### src/rtl/ps2_key_rx.sv
// PS/2 keyboard receiver: synchronises and filters the PS/2 lines, deserialises 11-bit frames
// and groups scan-code bytes into complete key events on a toggle-flagged 65-bit bus.
module ps2_key_rx #(
    parameter int unsigned FILTER  = 8,
    parameter int unsigned TIMEOUT = 11000
) (
    input  logic        clk,
    input  logic        delay_reset,
    input  logic        ps2_clk,
    input  logic        ps2_data,
    output logic [64:0] ps2_key,
    output logic        rx_error
);

    localparam int unsigned FW = (FILTER > 1) ? $clog2(FILTER) : 1;
    localparam int unsigned TW = (TIMEOUT > 1) ? $clog2(TIMEOUT) : 1;

    typedef enum logic [1:0] {StIdle, StData, StParity, StStop} state_e;

    logic [1:0]    clk_sync_q, data_sync_q;
    logic [1:0]    line_sync, filt_q;
    logic [FW-1:0] fcnt_q [2];
    logic          clk_prev_q;
    logic          fall, data_bit;

    state_e        state_q, state_d;
    logic [2:0]    bit_cnt_q;
    logic [7:0]    shift_q;
    logic          par_q;
    logic [TW-1:0] idle_cnt_q;
    logic          timeout, stop_ok, stop_bad;
    logic          byte_valid_q;

    logic [63:0]   acc_q, acc_sh;
    logic [2:0]    e1_cnt_q;
    logic          is_fake;

    // Index 0 is the clock line, index 1 the data line.
    assign line_sync = {data_sync_q[1], clk_sync_q[1]};
    assign fall      = clk_prev_q & ~filt_q[0];
    assign data_bit  = filt_q[1];

    // A line level is accepted only after it has differed from the filtered value for FILTER cycles.
    always_ff @(posedge clk or posedge delay_reset) begin
        if (delay_reset) begin
            clk_sync_q  <= 2'b11;
            data_sync_q <= 2'b11;
            filt_q      <= 2'b11;
            clk_prev_q  <= 1'b1;
            for (int i = 0; i < 2; i++) fcnt_q[i] <= '0;
        end else begin
            clk_sync_q  <= {clk_sync_q[0], ps2_clk};
            data_sync_q <= {data_sync_q[0], ps2_data};
            clk_prev_q  <= filt_q[0];
            for (int i = 0; i < 2; i++) begin
                if (line_sync[i] == filt_q[i]) begin
                    fcnt_q[i] <= '0;
                end else if (fcnt_q[i] == FW'(FILTER - 1)) begin
                    filt_q[i] <= line_sync[i];
                    fcnt_q[i] <= '0;
                end else begin
                    fcnt_q[i] <= fcnt_q[i] + 1'b1;
                end
            end
        end
    end

    assign timeout = (state_q != StIdle) && !fall && (idle_cnt_q == TW'(TIMEOUT - 1));

    always_ff @(posedge clk or posedge delay_reset) begin
        if (delay_reset) state_q <= StIdle;
        else             state_q <= state_d;
    end

    always_comb begin
        state_d = state_q;
        if (timeout) begin
            state_d = StIdle;
        end else if (fall) begin
            case (state_q)
                StIdle:   if (!data_bit) state_d = StData;
                StData:   if (bit_cnt_q == 3'd7) state_d = StParity;
                StParity: state_d = StStop;
                StStop:   state_d = StIdle;
                default:  state_d = StIdle;
            endcase
        end
    end

    always_comb begin
        stop_ok  = 1'b0;
        stop_bad = 1'b0;
        if (fall && state_q == StStop) begin
            if (data_bit && (^{shift_q, par_q})) stop_ok  = 1'b1;
            else                                 stop_bad = 1'b1;
        end
    end

    always_ff @(posedge clk or posedge delay_reset) begin
        if (delay_reset) begin
            bit_cnt_q    <= '0;
            shift_q      <= '0;
            par_q        <= 1'b0;
            idle_cnt_q   <= '0;
            byte_valid_q <= 1'b0;
            rx_error     <= 1'b0;
        end else begin
            idle_cnt_q   <= (state_q == StIdle || fall) ? '0 : idle_cnt_q + 1'b1;
            byte_valid_q <= stop_ok;
            rx_error     <= stop_bad | timeout;
            if (fall) begin
                case (state_q)
                    StIdle: bit_cnt_q <= '0;
                    StData: begin
                        shift_q   <= {data_bit, shift_q[7:1]};
                        bit_cnt_q <= bit_cnt_q + 1'b1;
                    end
                    StParity: par_q <= data_bit;
                    default: ;
                endcase
            end
        end
    end

    // shift_q still holds the received byte in the cycle after the stop bit.
    assign acc_sh  = {acc_q[55:0], shift_q};
    assign is_fake = (acc_sh == 64'hE012) || (acc_sh == 64'hE0F012) ||
                     (acc_sh == 64'hE059) || (acc_sh == 64'hE0F059);

    always_ff @(posedge clk or posedge delay_reset) begin
        if (delay_reset) begin
            acc_q    <= '0;
            e1_cnt_q <= '0;
            ps2_key  <= '0;
        end else if (rx_error) begin
            acc_q    <= '0;
            e1_cnt_q <= '0;
        end else if (byte_valid_q) begin
            if (e1_cnt_q != 3'd0) begin
                e1_cnt_q <= e1_cnt_q - 1'b1;
                if (e1_cnt_q == 3'd1) begin
                    ps2_key <= {~ps2_key[64], acc_sh};
                    acc_q   <= '0;
                end else begin
                    acc_q <= acc_sh;
                end
            end else if (shift_q == 8'hE1) begin
                e1_cnt_q <= 3'd7;
                acc_q    <= acc_sh;
            end else if (shift_q == 8'hE0 || shift_q == 8'hF0) begin
                acc_q <= acc_sh;
            end else if (is_fake) begin
                acc_q <= '0;
            end else begin
                ps2_key <= {~ps2_key[64], acc_sh};
                acc_q   <= '0;
            end
        end
    end

endmodule

### config.mk
export PLATFORM = sky130hd
export DESIGN_NAME = ps2_key_rx
export DESIGN_NICKNAME = d
export VERILOG_FILES = /design/src/rtl/ps2_key_rx.sv
export SDC_FILE = /design/constraint.sdc
export NUM_CORES = 1
export LEC_CHECK = 0
export BUFFER_PORTS_ARGS = -buffer_cell sky130_fd_sc_hd__clkbuf_2
export CAP_MARGIN = 20
export CORE_UTILIZATION = 42
export CTS_CLUSTER_SIZE = 28
export DETAILED_ROUTE_END_ITERATION = 6
export MAX_ROUTING_LAYER = met4
export SLEW_MARGIN = 20
export SYNTH_ARGS = -nofsm -noshare
export SYNTH_HDL_FRONTEND = slang
export SYNTH_SLANG_ARGS = --single-unit
### constraint.sdc
create_clock -name clk -period 15.02 [get_ports clk]
set_input_delay 1.502 -clock clk [delete_from_list [all_inputs] [get_ports clk]]
set_output_delay 1.502 -clock clk [all_outputs]
set_load 0.01 [all_outputs]
==> flow_summary_export.csv, run 1 <==
group,metric,value,unit
final_layout,fill_cells,1398,
clocking,tritoncts,"done",
timing,fin_crit,3.28,ns
final_layout,area_delta_synth_final,16.0,%
worst_setup_path,cp_max_fo,44,
clocking,clock_sinks,167,
routing,via_per_inst,5.32,
floorplanning,die_w,131,um
timing,rsz0062_at_grt,"false",
final_layout,stdcell_count,794,
placed_design,dp_slack,11.75,ns
clocking,clk_pin_slew,0.06,ns
synth,synth_seq_cells,167,
status,status,"finished, final reports clean",
synth,syn-cell-area,6980,um2
routing,vias,4223,
synth,synth_fa_ha_area_share,2.51,%
synth,syn_inst,499,
clocking,cts-root-buf,"clkbuf_16",
clocking,post_cts_buffers,0,
floorplanning,io_pins,70,
floorplanning,start_util,43.5,%
floorplanning,die_area,17100,um2
job,cap_violations,0,
pwr,p_leak,3.96,nW
global_route,grt-ovfl-total,0,
timing,hold_viol,0,
pwr,power.density,122,nW/um2
synth,syn_nets,517,
worst_setup_path,cp_data_required_time,15.33,ns
floorplanning,die_h,131,um
final_layout,layout.nets,583,
synth,synth_top_family_by_area,"multiplexers",
clocking,cts_hold_buf,0,
worst_setup_path,worstSetupPathType,"register to register",
placed_design,placed_cells,761,
worst_setup_path,slowest_stage,"a21oi_4",
clocking,htree_levels,4,
timing,worst_pin_slew,1.06,ns
floorplanning,num_rows,46,
clocking,cts_buffers,17,
hold_path,hp-class,"register to register",
final_layout,final_area,8090,um2
timing,fin_crit_sh,21.8,%
placed_design,dp_hpwl,9170,um
routing,avgRoutedWirePerCell,17.6,um
worst_setup_path,crit_family,"buffers and inverters",
routing,drt_drc_violations_left,0,
final_layout,insertedDiodeCount,0,
routing,drtIter0Drc,256,
timing,fin_tns_setup,0,ns
timing,clock.fmax,305,MHz
clocking,clock_latency,0.42,ns
placed_design,routabilityCongestion,0.815,
synth,syn_avg_cell_area,14.0,um2
synth,synth.distinct_cells,39,
clocking,cts_max_path_buffers,2,
floorplanning,core_area,16100,um2
placed_design,placed_area,7510,um2
worst_setup_path,cp-start-kind,"register",
routing,dr.pass1.iters,4,
final_layout,fin_util,50.4,%
global_route,grt_pass1_vias,4245,
global_route,grt_use_total,18.4,%
timing,setup_viol,0,
global_route,grt_pass1_wl,23200,um
global_route,grt_max_degree,92,
worst_setup_path,path_cells,"inv_1 -> ha_1 -> nor2b_1 -> nand4_1 -> nand2_1 -> a21oi_4 -> buf_4 -> mux2_2",
timing,drv_slew,0,
worst_setup_path,end_kind,"register",
pwr,max-vdd-ir-drop,78.9,uV
worst_setup_path,critical-path-max-stage-delay,0.81,ns
global_route,antenna_found_initial,0,
synth,synth_seq_area_share,60.0,%
synth,synth.mux.area_fraction,14.8,%
timing,slew_headroom,29.2,%
final_layout,multi_input_area,2640,um2
synth,yosys.area_share.xor_xnor,2.58,%
routing,drt-total-wl,13900,um
worst_setup_path,critPathBufInv,2,
synth,synth_compound_area_share,9.54,%
placed_design,portBuffers,69,
timing,fin_skew,0.00901,ns
synth,synthSimpleGateAreaFrac,7.94,%
synth,yosys_warnings,0,
clocking,post_cts_resized,0,
worst_setup_path,cp.arrival,3.59,ns
routing,detail-route-antenna-nets,0,
final_layout,seqCellArea,4190,um2
timing,fin_ws,11.74,ns
final_layout,drive_gt1_share,33.4,%
==> stage by stage <==
stage          total power [mW]  hold WS (ns)
2_1_floorplan             0.558         0.345
3_3_place_gp              0.571         0.347
3_5_place_dp              0.577         0.348
4_1_cts                   0.996         0.358
5_1_grt                    1.03         0.360
6_report                  0.984         0.356
==> flip-flops by register name, indices dropped and copies added (netlist names), 2 cells and up <==
name and cells:
acc_q 56, bit_cnt_q 3, clk_sync_q 2, data_sync_q 2, e1_cnt_q 3, fcnt_q 6
filt_q 2, idle_cnt_q 14, ps2_key 65, shift_q 8, state_q 2
==> cell usage in the layout (no fill, tap or decap), types with 2 or more instances in the layout <==
cell	count
nor4b_1	3
o21a_1	2
nor4_1	13
nor2_1	19
o21ai_0	13
a22o_1	51
clkinv_4	2
buf_4	3
nand3_1	9
dfstp_2	7
a21oi_4	2
ha_1	14
a31oi_1	2
nand4_1	10
xnor2_1	8
clkinvlp_4	2
or3_1	5
nor3b_1	3
inv_6	3
xor2_1	10
dfrtp_1	160
nand2b_1	6
a21oi_1	11
clkbuf_2	69
nor2b_1	4
and2_1	2
a32o_1	3
clkinv_2	2
clkbuf_1	3
or2_2	2
inv_1	9
mux2_2	25
clkbuf_16	17
nor4bb_1	2
nand2_1	16
mux2_4	50
nor3_1	2
==> layer usage <==
metal	vias up	wire, um	track usage (%)
met2	97	6550	27.9
met1	2157	6720	24.5
met5	-	0	-
met4	0	164	5.68
li1	1954	-	-
met3	15	513	4.28
==> logic make-up after synthesis <==
logic type               count (synthesis)
AO/OA/AOI/OAI                           87
XOR/XNOR                                19
adder cells (fa/ha/maj)                 14
buffers and inverters                   36
flip-flops                             167
multiplexers                            75
AND/OR/NAND/NOR                        101
==> cells in the mapped netlist (all sizes together) <==
cell / number / share of area, %
a2111oi: 1 / 0.22
a21oi: 13 / 0.93
a22o: 51 / 6.4
a31o: 1 / 0.13
a31oi: 2 / 0.18
a32o: 3 / 0.43
and2: 2 / 0.18
and3: 1 / 0.090
and4b: 1 / 0.14
buf: 8 / 1.1
clkbuf: 18 / 0.97
dfrtp: 160 / 57
dfstp: 7 / 2.6
ha: 14 / 2.5
inv: 10 / 0.54
mux2: 75 / 15
nand2: 16 / 0.86
nand2b: 6 / 0.54
nand3: 9 / 0.65
nand4: 10 / 0.90
nor2: 20 / 1.1
nor2b: 4 / 0.36
nor3: 2 / 0.14
nor3b: 3 / 0.32
nor4: 13 / 1.2
nor4b: 3 / 0.38
nor4bb: 2 / 0.29
o21a: 2 / 0.22
o21ai: 13 / 0.93
o21bai: 1 / 0.11
or2: 2 / 0.18
or3: 5 / 0.45
or3b: 1 / 0.13
or4: 1 / 0.11
xnor2: 8 / 1.0
xnor3: 1 / 0.32
xor2: 10 / 1.3
==> worst paths after layout <==
path                          startpoint       endpoint  slack, ns  depth (start not counted)
max reg2reg                  e1_cnt_q[0]    ps2_key[47]      11.74                          8
max                          e1_cnt_q[0]    ps2_key[47]      11.74                          8
min in group asynchronous    delay_reset      fcnt_q[3]       1.22                          2
min                        clk_sync_q[0]  clk_sync_q[1]       0.36                          0
min reg2reg                clk_sync_q[0]  clk_sync_q[1]       0.36                          0
max in group asynchronous    delay_reset      acc_q[19]      12.31                          3
==> power breakdown <==
group | total (mW) | internal, mW | switching [mW]
Sequential | 0.489 | 0.472 | 0.0168
Combinational | 0.0794 | 0.0306 | 0.0488
Clock | 0.416 | 0.236 | 0.180
Total | 0.984 | 0.738 | 0.245
==> area by class of cell <==
class | count | share of cell area, %
timing repair buffer | 73 | 4.79
multi-input combinational | 296 | 32.6
tap | 216 | 3.34
sequential | 167 | 51.7
clock buffer | 21 | 5.57
clock inverter | 11 | 1.45
inverter | 10 | 0.526
Note: power is estimated with default switching activity, not from simulation.
==> run 2: changes to the inputs <==
- ABC_AREA: default -> 1
- clock period: 15.02 -> 3.03 ns (I/O delays scaled with it)
==> flow_summary_export.csv, run 2 <==
group,metric,value,unit
clocking,clock_sinks,167,
timing,drv_slew,0,
synth,async_flop_share,100,%
global_route,antenna_found_initial,0,
floorplanning,io_pins,70,
timing,fin_tns_setup,0,ns
routing,avgRoutedWirePerCell,13.7,um
pwr,power.internal,3.96,mW
synth,syn_avg_cell_area,8.82,um2
timing,fin_hold_ws,0.356,ns
final_layout,top_regs,"ps2_key: 65 flops, acc_q: 56 flops, idle_cnt_q: 14 flops",
pwr,p_total,5.21,mW
clocking,clk_pin_slew,0.06,ns
synth,synth_seq_area_share,58.2,%
routing,drt-total-wl,15300,um
timing,worst_pin_slew,0.665,ns
clocking,tritoncts,"done",
worst_setup_path,end_kind,"register",
synth,synth_largest_area_cell,"dfrtp_1",
routing,via_per_inst,4.86,
placed_design,routabilityCongestion,0.818,
worst_setup_path,worstSetupPathType,"register to register",
routing,dr.pass1.iters,5,
worst_setup_path,cp_max_fo,45,
floorplanning,die_area,17600,um2
floorplanning,num_rows,47,
synth,syn_nets,833,
global_route,grt-ovfl-total,0,
pwr,p_sw,1.25,mW
synth,syn-cell-area,7190,um2
status,status,"finished, final reports clean",
synth,yosys_warnings,0,
synth,synthFlopType,"dfrtp_1",
pwr,max-vdd-ir-drop,456,uV
timing,hold_viol,0,
hold_path,hp-class,"register to register",
timing,fin_crit_sh,65.4,%
placed_design,portBuffers,69,
clocking,htree_levels,4,
timing,clock.fmax,505,MHz
synth,post-synth-top-count-cell,"nand2_1",
worst_setup_path,cp_data_required_time,3.39,ns
routing,detail-route-antenna-nets,0,
pwr,seqPwrFrac,46.2,%
clocking,post_cts_resized,0,
placed_design,dp_hpwl,10300,um
floorplanning,core_area,16600,um2
global_route,grt_use_total,19.3,%
pwr,p_leak,4.42,nW
clocking,clock_latency,0.43,ns
final_layout,area_delta_synth_final,17.0,%
clocking,cts_buffers,17,
timing,setup_viol,0,
floorplanning,die_w,133,um
final_layout,largest_reg_flops,65,
final_layout,layout_commonest_cell,"nand2_1",
timing,fin_ws,1.05,ns
final_layout,top_register,"ps2_key",
global_route,grt_pass1_vias,5362,
pwr,swShare,24.1,%
placed_design,dp_slack,1.06,ns
timing,slew_headroom,55.5,%
global_route,grt_pass1_wl,26200,um
synth,netlist.area_leader.share,55.7,%
timing,fin_crit,1.98,ns
final_layout,layout_common_cells,"nand2_1, dfrtp_1, inv_1, nand3_1, clkbuf_2",
clocking,cts-root-buf,"clkbuf_16",
floorplanning,die_h,133,um
synth,synth.distinct_cells,27,
pwr,power.density,619,nW/um2
final_layout,fill_cells,1580,
worst_setup_path,cp.arrival,2.34,ns
worst_setup_path,cp-start-kind,"register",
final_layout,fin_util,50.5,%
synth,synth_enable_flop_cells,0,
final_layout,drive_gt1_share,14.4,%
pwr,p_clk_share,45.4,%
floorplanning,start_util,43.2,%
synth,synth_commonest_cells,"nand2_1, dfrtp_1, inv_1",
synth,synth_area_leaders,"dfrtp_1, nand2_1, nand3_1",
clocking,cts_max_path_buffers,2,
routing,vias,5429,
routing,drtIter0Drc,402,
synth,synth_seq_cells,167,
pwr,comb_power_share,8.4,%
timing,fin_skew,0.0110,ns
final_layout,layout.nets,901,
global_route,grt_max_degree,66,
synth,syn_inst,815,
routing,drt_drc_violations_left,0,
timing,rsz0062_at_grt,"false",
final_layout,insertedDiodeCount,0,
job,cap_violations,0,
## run 2: routing by layer
| layer | track usage [%] | routed length [um] |
|---|---|---|
| met1 | 24.3 | 7150 |
| met2 | 30.8 | 7410 |
| met3 | 4.52 | 551 |
| met4 | 6.00 | 133 |
| met5 | - | 0 |
## run 2: final cells by class
class | instances | area (um2) | share of cell area [%]
Clock buffer | 18 | 429 | 5.10
Clock inverter | 14 | 221 | 2.63
Inverter | 102 | 387 | 4.60
Multi-Input combinational cell | 513 | 2420 | 28.8
Sequential cell | 167 | 4190 | 49.8
Tap cell | 220 | 275 | 3.27
Timing Repair Buffer | 82 | 488 | 5.80
## run 2: cell families (layout without fill, tap and decap cells)
group | count (synthesis) | after routing | share of synthesized area (%)
compound gates | 91 | 91 | 7.36
xor+xnor | 5 | 5 | 0.609
fa+ha+maj | 14 | 14 | 2.44
buf+inv | 135 | 216 | 8.23
flops | 167 | 167 | 58.2
simple gates | 403 | 403 | 23.1
## run 2: worst max-delay path, stage by stage, from the launching register on
cell,delay (ns)
dfrtp_1,0.35
inv_1,0.08
ha_1,0.23
nand2_1,0.12
inv_1,0.08
nand3_1,0.12
nand3_2,0.11
nor2_4,0.13
buf_4,0.41
nand3_1,0.16
nand2_1,0.12
## run 2: path summary, 6_finish.rpt
kind,depth (start not counted),slack (ns),endpoint,from
worst max-delay path,10,1.05,ps2_key[46],e1_cnt_q[0]
min in group asynchronous,3,0.51,ps2_key[57],delay_reset
worst min register to register,0,0.36,clk_sync_q[1],clk_sync_q[0]
max in group asynchronous,4,1.75,ps2_key[43],delay_reset
worst max register to register,10,1.05,ps2_key[46],e1_cnt_q[0]
worst min-delay path,0,0.36,clk_sync_q[1],clk_sync_q[0]
## run 2: metrics by stage
| stage | area (um2) | instances |
|---|---|---|
| 2_1_floorplan | 7190 | 815 |
| 3_3_place_gp | 7730 | 1081 |
| 3_5_place_dp | 7730 | 1081 |
| 4_1_cts | 8410 | 1116 |
| 5_1_grt | 8410 | 1116 |
| 6_report | 8410 | 1116 |
## run 2: timing repair
item                                   in CTS  in global routing
hold buffers                                3                  0
endpoints found under the hold margin      24                  0
setup buffers                               0                  0
## run 2: power by group through the flow
stage | Sequential [mW] | Clock [mW] | Combinational, mW
2_1_floorplan | 2.43 | 0 | 0.336
3_3_place_gp | 2.45 | 0 | 0.434
3_5_place_dp | 2.45 | 0 | 0.445
4_1_cts | 2.41 | 2.42 | 0.450
5_1_grt | 2.42 | 2.51 | 0.519
6_report | 2.41 | 2.36 | 0.435
